$ cat config.mk
export PLATFORM = sky130hd
export DESIGN_NAME = idu_cp0_iq
export DESIGN_NICKNAME = d
export VERILOG_FILES = /design/src/rtl/idu_cp0_iq_pkg.sv /design/src/rtl/idu_cp0_iq_entry.sv /design/src/rtl/idu_cp0_iq.sv
export SDC_FILE = /design/constraint.sdc
export NUM_CORES = 2
export LEC_CHECK = 0
export CORE_ASPECT_RATIO = 0.9
export CORE_MARGIN = 5
export CORE_UTILIZATION = 61
export CTS_CLUSTER_DIAMETER = 50
export DETAILED_ROUTE_END_ITERATION = 16
export GPL_ROUTABILITY_DRIVEN = 1
export PLACE_DENSITY = 0.82
export SYNTH_ARGS = -nofsm -noshare
export SYNTH_HDL_FRONTEND = slang
export SYNTH_SLANG_ARGS = --single-unit
$ cat constraint.sdc
create_clock -name clk -period 7.5 [get_ports clk]
set_input_delay 1.5 -clock clk [delete_from_list [all_inputs] [get_ports clk]]
set_output_delay 1.5 -clock clk [all_outputs]
set_load 0.05 [all_outputs]
$ cat src/rtl/idu_cp0_iq_pkg.sv
`default_nettype none
// ============================================================================
// Module      : idu_cp0_iq_pkg
// Description : Shared IDU definitions for the CP0 issue queue: field widths,
//               the ENV major opcode, ENV function flags and the entry payload
//               record held by each queue slot.
// Revision    : 1.0 - initial release
// ============================================================================
package idu_cp0_iq_pkg;

    localparam int IID_W = 5;
    localparam int OPC_W = 7;
    localparam int XLEN  = 64;

    // SYSTEM major opcode (ENV / CSR class)
    localparam logic [OPC_W-1:0] I_ENV = 7'b1110011;

    // ENV function encodings carried in the immediate field
    localparam logic [2:0] ENVFLAG_ECALL  = 3'd0;
    localparam logic [2:0] ENVFLAG_EBREAK = 3'd1;
    localparam logic [2:0] ENVFLAG_MRET   = 3'd2;
    localparam logic [2:0] ENVFLAG_SRET   = 3'd3;
    localparam logic [2:0] ENVFLAG_WFI    = 3'd4;

    // Per-entry payload. Valid, readiness and the source tag live beside it in
    // the entry because the tag width is a per-instance parameter.
    typedef struct packed {
        logic [IID_W-1:0] iid;
        logic [OPC_W-1:0] opcode;
        logic             psrc1_vld;
        logic [XLEN-1:0]  value;
        logic             imm_vld;
        logic [XLEN-1:0]  imm;
    } cp0_iq_entry_t;

endpackage
`default_nettype wire

$ cat src/rtl/idu_cp0_iq_entry.sv
`default_nettype none
// ============================================================================
// Module      : idu_cp0_iq_entry
// Description : One CP0 issue-queue slot. Holds the payload, snoops the
//               writeback bus to capture its source operand, and reports
//               whether it may issue.
// Ports       : clk/rst_clk       - clock, synchronous active-high reset
//               i_clear           - global flush, drops the entry
//               i_wr_en/i_wr_*    - dispatch write into this slot
//               i_pop             - entry issued this cycle
//               i_wb_*            - writeback broadcast
//               o_vld/o_ready     - occupancy and operand readiness
//               o_data            - stored payload
// Revision    : 1.0 - initial release
// ============================================================================
module idu_cp0_iq_entry
    import idu_cp0_iq_pkg::*;
#(
    parameter int PREG_W = 6
) (
    input  logic                clk,
    input  logic                rst_clk,
    input  logic                i_clear,
    input  logic                i_wr_en,
    input  cp0_iq_entry_t       i_wr_data,
    input  logic                i_wr_rdy,
    input  logic [PREG_W-1:0]   i_wr_preg,
    input  logic                i_pop,
    input  logic                i_wb_vld,
    input  logic [PREG_W-1:0]   i_wb_preg,
    input  logic [XLEN-1:0]     i_wb_value,
    output logic                o_vld,
    output logic                o_ready,
    output cp0_iq_entry_t       o_data
);

    logic                r_vld;
    logic                r_rdy;
    logic [PREG_W-1:0]   r_preg;
    cp0_iq_entry_t       r_data;

    logic                w_wb_hit;
    logic                w_byp_hit;

    // Wakeup of an already-queued entry waiting on this tag
    assign w_wb_hit  = i_wb_vld & r_vld & r_data.psrc1_vld & ~r_rdy
                     & (r_preg == i_wb_preg);
    // Writeback arriving in the same cycle as dispatch of a waiting operand
    assign w_byp_hit = i_wb_vld & i_wr_data.psrc1_vld & ~i_wr_rdy
                     & (i_wr_preg == i_wb_preg);

    always_ff @(posedge clk) begin
        if (rst_clk || i_clear) begin
            r_vld <= 1'b0;
        end else if (i_wr_en) begin
            r_vld <= 1'b1;
        end else if (i_pop) begin
            r_vld <= 1'b0;
        end
    end

    always_ff @(posedge clk) begin
        if (rst_clk) begin
            r_data <= '0;
            r_rdy  <= 1'b0;
            r_preg <= '0;
        end else if (i_wr_en) begin
            r_data <= i_wr_data;
            r_rdy  <= i_wr_rdy | w_byp_hit;
            r_preg <= i_wr_preg;
            if (w_byp_hit) begin
                r_data.value <= i_wb_value;
            end
        end else if (w_wb_hit) begin
            r_rdy        <= 1'b1;
            r_data.value <= i_wb_value;
        end
    end

    assign o_vld   = r_vld;
    assign o_ready = ~r_data.psrc1_vld | r_rdy;
    assign o_data  = r_data;

endmodule
`default_nettype wire

$ cat src/rtl/idu_cp0_iq.sv
`default_nettype none
// ============================================================================
// Module      : idu_cp0_iq
// Description : In-order issue queue for CP0/system instructions. Entries wait
//               for their single source operand (captured from writeback) and
//               the oldest issues only once ready; younger entries never pass it.
// Ports       : clk/rst_clk           - clock, synchronous active-high reset
//               rtu_global_flush      - empties the queue
//               idu_cp0_iq_dis_*      - dispatch interface
//               cp0_iq_idu_full       - queue full, dispatch refused
//               exu_iq_wb_*           - writeback broadcast for wakeup
//               idu_exu_cp0_*         - issue interface (no back-pressure)
// Revision    : 1.0 - initial release
// ============================================================================
module idu_cp0_iq
    import idu_cp0_iq_pkg::*;
#(
    parameter int DEPTH  = 4,
    parameter int PREG_W = 6
) (
    input  logic                clk,
    input  logic                rst_clk,
    input  logic                rtu_global_flush,
    input  logic                idu_cp0_iq_dis_vld,
    input  logic [IID_W-1:0]    idu_cp0_iq_dis_iid,
    input  logic [OPC_W-1:0]    idu_cp0_iq_dis_opcode,
    input  logic                idu_cp0_iq_dis_psrc1_vld,
    input  logic [PREG_W-1:0]   idu_cp0_iq_dis_psrc1_preg,
    input  logic                idu_cp0_iq_dis_psrc1_rdy,
    input  logic [XLEN-1:0]     idu_cp0_iq_dis_psrc1_value,
    input  logic                idu_cp0_iq_dis_imm_vld,
    input  logic [XLEN-1:0]     idu_cp0_iq_dis_imm,
    output logic                cp0_iq_idu_full,
    input  logic                exu_iq_wb_vld,
    input  logic [PREG_W-1:0]   exu_iq_wb_preg,
    input  logic [XLEN-1:0]     exu_iq_wb_value,
    output logic                idu_exu_cp0_vld,
    output logic [IID_W-1:0]    idu_exu_cp0_iid,
    output logic [OPC_W-1:0]    idu_exu_cp0_opcode,
    output logic                idu_exu_cp0_psrc1_vld,
    output logic [XLEN-1:0]     idu_exu_cp0_psrc1_value,
    output logic                idu_exu_cp0_imm_vld,
    output logic [XLEN-1:0]     idu_exu_cp0_imm
);

    localparam int PTR_W = $clog2(DEPTH);
    localparam int CNT_W = $clog2(DEPTH) + 1;

    logic [PTR_W-1:0]   r_head;
    logic [PTR_W-1:0]   r_tail;
    logic [CNT_W-1:0]   r_count;

    logic               w_full;
    logic               w_dis_acc;
    logic               w_issue;
    cp0_iq_entry_t      w_dis_data;
    cp0_iq_entry_t      w_head;
    cp0_iq_entry_t      w_ent_data [DEPTH];
    logic [DEPTH-1:0]   w_ent_vld;
    logic [DEPTH-1:0]   w_ent_rdy;

    // Full looks only at the current count, so a pop in the same cycle does
    // not open a slot for dispatch until the next cycle.
    assign w_full    = (r_count == CNT_W'(DEPTH));
    assign w_dis_acc = idu_cp0_iq_dis_vld & ~w_full & ~rtu_global_flush;
    assign w_head    = w_ent_data[r_head];
    assign w_issue   = w_ent_vld[r_head] & w_ent_rdy[r_head] & ~rtu_global_flush;

    always_comb begin
        w_dis_data           = '0;
        w_dis_data.iid       = idu_cp0_iq_dis_iid;
        w_dis_data.opcode    = idu_cp0_iq_dis_opcode;
        w_dis_data.psrc1_vld = idu_cp0_iq_dis_psrc1_vld;
        w_dis_data.value     = idu_cp0_iq_dis_psrc1_value;
        w_dis_data.imm_vld   = idu_cp0_iq_dis_imm_vld;
        w_dis_data.imm       = idu_cp0_iq_dis_imm;
    end

    generate
        for (genvar i = 0; i < DEPTH; i++) begin : g_entry
            idu_cp0_iq_entry #(
                .PREG_W (PREG_W)
            ) u_entry (
                .clk        (clk),
                .rst_clk    (rst_clk),
                .i_clear    (rtu_global_flush),
                .i_wr_en    (w_dis_acc & (r_tail == PTR_W'(i))),
                .i_wr_data  (w_dis_data),
                .i_wr_rdy   (idu_cp0_iq_dis_psrc1_rdy),
                .i_wr_preg  (idu_cp0_iq_dis_psrc1_preg),
                .i_pop      (w_issue & (r_head == PTR_W'(i))),
                .i_wb_vld   (exu_iq_wb_vld),
                .i_wb_preg  (exu_iq_wb_preg),
                .i_wb_value (exu_iq_wb_value),
                .o_vld      (w_ent_vld[i]),
                .o_ready    (w_ent_rdy[i]),
                .o_data     (w_ent_data[i])
            );
        end
    endgenerate

    // Pointers wrap naturally because DEPTH is a power of two
    always_ff @(posedge clk) begin
        if (rst_clk || rtu_global_flush) begin
            r_head  <= '0;
            r_tail  <= '0;
            r_count <= '0;
        end else begin
            if (w_dis_acc) begin
                r_tail <= r_tail + PTR_W'(1);
            end
            if (w_issue) begin
                r_head <= r_head + PTR_W'(1);
            end
            r_count <= r_count + CNT_W'(w_dis_acc) - CNT_W'(w_issue);
        end
    end

    assign cp0_iq_idu_full = w_full;

    // Issue fields are zeroed whenever nothing issues
    always_comb begin
        idu_exu_cp0_vld         = w_issue;
        idu_exu_cp0_iid         = '0;
        idu_exu_cp0_opcode      = '0;
        idu_exu_cp0_psrc1_vld   = 1'b0;
        idu_exu_cp0_psrc1_value = '0;
        idu_exu_cp0_imm_vld     = 1'b0;
        idu_exu_cp0_imm         = '0;
        if (w_issue) begin
            idu_exu_cp0_iid         = w_head.iid;
            idu_exu_cp0_opcode      = w_head.opcode;
            idu_exu_cp0_psrc1_vld   = w_head.psrc1_vld;
            idu_exu_cp0_psrc1_value = w_head.value;
            idu_exu_cp0_imm_vld     = w_head.imm_vld;
            idu_exu_cp0_imm         = w_head.imm;
        end
    end

endmodule
`default_nettype wire
==> summary.md <==
| Metric | Value |
|---|---|
| Design area | `35100 um^2` |
| DP Wirelength | `55800 um` |
| Crit end category | `output port` |
| Dpl cell area | `32900 um^2` |
| Die height | `220 um` |
| Vias per cell | `6.78` |
| FF-to-FF End | `r_count[2]` |
| Worst-path fanout max | `59` |
| TritonCTS clock tree | `built` |
| Layout cells sized above 1 | `0.0867` |
| FILL cells | `3491` |
| Syn Inst Count | `3496` |
| Startpoint Class | `flop` |
| Gpl congestion | `0.852` |
| Core Area | `48100 um^2` |
| Worst Path Required | `6000 ps` |
| Worst rel slew slack | `0.181` |
| Crit Path Class | `reg2out` |
| Iter 0 DRT Violations | `3918` |
| Remaining DRCs | `0` |
| Critical Path End | `idu_exu_cp0_imm[27]` |
| Worst r2r src | `r_head[1]` |
| Routed Antenna Nets | `0` |
| Setup repair bufs after CTS | `0` |
| CTS Buf Count | `60` |
| Clock root buffer | `clkbuf_16` |
| Initial antenna violation count | `15` |
| Tot Pwr | `7.24 mW` |
| Max Clock Freq | `172 MHz` |
| Worst-path clk slew | `60 ps` |
| Via count | `28900` |
| Mapped Area | `29800 um^2` |
| # rows | `76` |
| Die W | `243 um` |
| Final setup viols | `0` |
| Initial Util | `0.619` |
| Remaining global-route overflow | `0` |
| Power per cell area | `206 nW/um^2` |
| Worst VDD drop | `0.208 mV` |
| Least-Margin Pin Slew | `1230 ps` |
| Sequential-to-total area share from yosys stat | `0.408` |
| Max_cap viols | `0` |
| Status | `complete, no violations` |
| Worst Reg2Reg Path Length in Cells | `10` |
| CTS sink cnt | `607` |
| Cts repair resizes | `0` |
| Total track usage | `0.359` |
| Hold Vio Cnt, Final | `0` |
| Post-synthesis net count | `3731` |
| Distinct cells, synth | `37` |
| Layout area overhead | `17.9%` |
| Most common cell after layout, fill and taps aside | `nand2_1` |
| Clk Latency, worst-skew pair | `660 ps` |
| Avg Inst Size Synth | `8.52 um^2` |
| Die area | `53300 um^2` |
| Worst Setup SP | `r_head[1]` |
| Largest net degree at the start of global routing | `169` |
| Final min period | `5810 ps` |
| WL/cell | `23.6 um` |
| Leading cell types in the layout, fill and taps excluded | `nand2_1 (674), dfxtp_1 (605), a21oi_1 (404), a211oi_1 (378), clkdlybuf4s50_1 (366)` |
| CTS Hold Buffers Added | `0` |
| Vias in the first global route | `29400` |
| Pins over their slew limit | `0` |
| Reg2reg setup slack | `3880 ps` |
| Critical path arrival | `4310 ps` |
| Pre-antenna DRT Iters | `6` |
| Worst min path class | `reg2reg` |
| Clock tree buffer depth | `3` |
| Total Wirelength | `101000 um` |
| H-tree Lvls | `2` |
| Setup tns final | `0 ps` |
| Yosys synthesis warning count | `0` |
| Port bufs | `367` |
| Clock Skew | `42.8 ps` |
| I/O pins | `368` |
| RSZ-0062 raised after global routing | `no` |
| Hold Crit Depth | `2` |
| Flops & latches, synth | `607` |
| Tcrit/Tclk final | `0.774` |
| Nets | `3816` |
| First-pass GRT wire length | `157000 um` |
| Leakage | `10.6 nW` |
[worst min path at each step]
stage / startpoint / to / slack (ps)
after floorplan: g_entry[1].u_entry.o_data[130] / g_entry[1].u_entry.o_data[130] / 430
after CTS: g_entry[3].u_entry.o_data[48] / g_entry[3].u_entry.o_data[48] / 450
final: g_entry[2].u_entry.o_data[5] / g_entry[2].u_entry.o_data[5] / 450
after global routing: g_entry[3].u_entry.o_data[22] / g_entry[3].u_entry.o_data[22] / 470
after detailed placement: g_entry[3].u_entry.o_data[48] / g_entry[3].u_entry.o_data[48] / 440
after global placement: g_entry[1].u_entry.o_data[139] / g_entry[1].u_entry.o_data[139] / 440
[metal layers]
metal  track usage  share of wire  vias to the layer above
met5             0        0.00087                        -
met2         0.582           0.46                     2060
met1         0.443           0.36                    13800
li1              -              -                    12700
met3        0.0911           0.12                      390
met4         0.195          0.048                       12
[synthesized netlist by cell type (all sizes together)]
master,count,area share
a21oi,404,0.068
nand3,260,0.044
o221ai,1,0.00029
mux2i,2,0.00067
and3b,1,0.00029
and4,2,0.00059
fa,1,0.00067
o32ai,1,0.00029
mux4,142,0.11
inv,80,0.010
nor2b,146,0.031
xor2,3,0.00088
nor3b,5,0.0020
nor2,9,0.0011
ha,10,0.0042
o21a,1,0.00025
a211oi,388,0.099
o21ai,5,0.00097
nand2b,2,0.00042
and4b,3,0.0010
xnor2,30,0.0088
dfxtp,607,0.41
or2,6,0.0013
nand4,5,0.0011
and2,4,0.00084
clkbuf,176,0.022
nor3,258,0.043
nand2,678,0.085
buf,202,0.037
a41oi,64,0.019
[flip-flops by register name, summed over array words and instances, names as in the netlist]
register and cells:
g_entry.u_entry.o_vld 4, g_entry.u_entry.o_data 568, g_entry.u_entry.r_preg 24, r_tail 2
r_head 2, r_count 3, g_entry.u_entry.r_rdy 4
[logic make-up after synthesis]
logic type                 count (synthesis)  share of synthesized area
and+or+nand+nor                         1379                      0.212
AOI/OAI and AO/OA                        864                      0.188
DFF                                      607                      0.408
buffers and inverters                    458                     0.0695
muxes                                    144                      0.108
xor gates and xnor gates                  33                    0.00971
adders and majority gates                 11                    0.00487
[worst max-delay path, cell delays in order, from the launching register on]
cell and delay (ps):
dfxtp_4 1000, o32ai_1 230, o21ai_2 410, or2_4 470, buf_4 570, nor2b_1 130
clkdlybuf4s50_1 750
[per-stage QoR]
step	cells	setup WS, ps	hold WS [ps]	util
after floorplan	3496	3180	433	-
after global placement	4143	2160	438	0.684
after detailed placement	4143	1990	444	0.684
after CTS	4257	1690	453	0.729
after global routing	4265	1540	466	0.729
final	4270	1690	451	0.730
[cell type report]
cell class	count	area, um^2	share of cell area
Multi-Input combinational cell	2431	15600	0.445
Sequential cell	607	12200	0.346
Timing Repair Buffer	401	4030	0.115
Clock buffer	86	1750	0.0498
Tap cell	624	781	0.0222
Clock inverter	28	410	0.0117
Inverter	80	300	0.00855
Antenna cell	13	32.5	0.000927
[report_power, final]
part | leakage, nW | total [mW] | switching (mW) | internal (mW)
sequential | 4.91 | 3.32 | 0.0378 | 3.29
combinational | 4.62 | 0.652 | 0.391 | 0.261
clock | 1.06 | 3.27 | 1.36 | 1.91
total | 10.6 | 7.24 | 1.79 | 5.46
(Power assumes the default switching activity.)
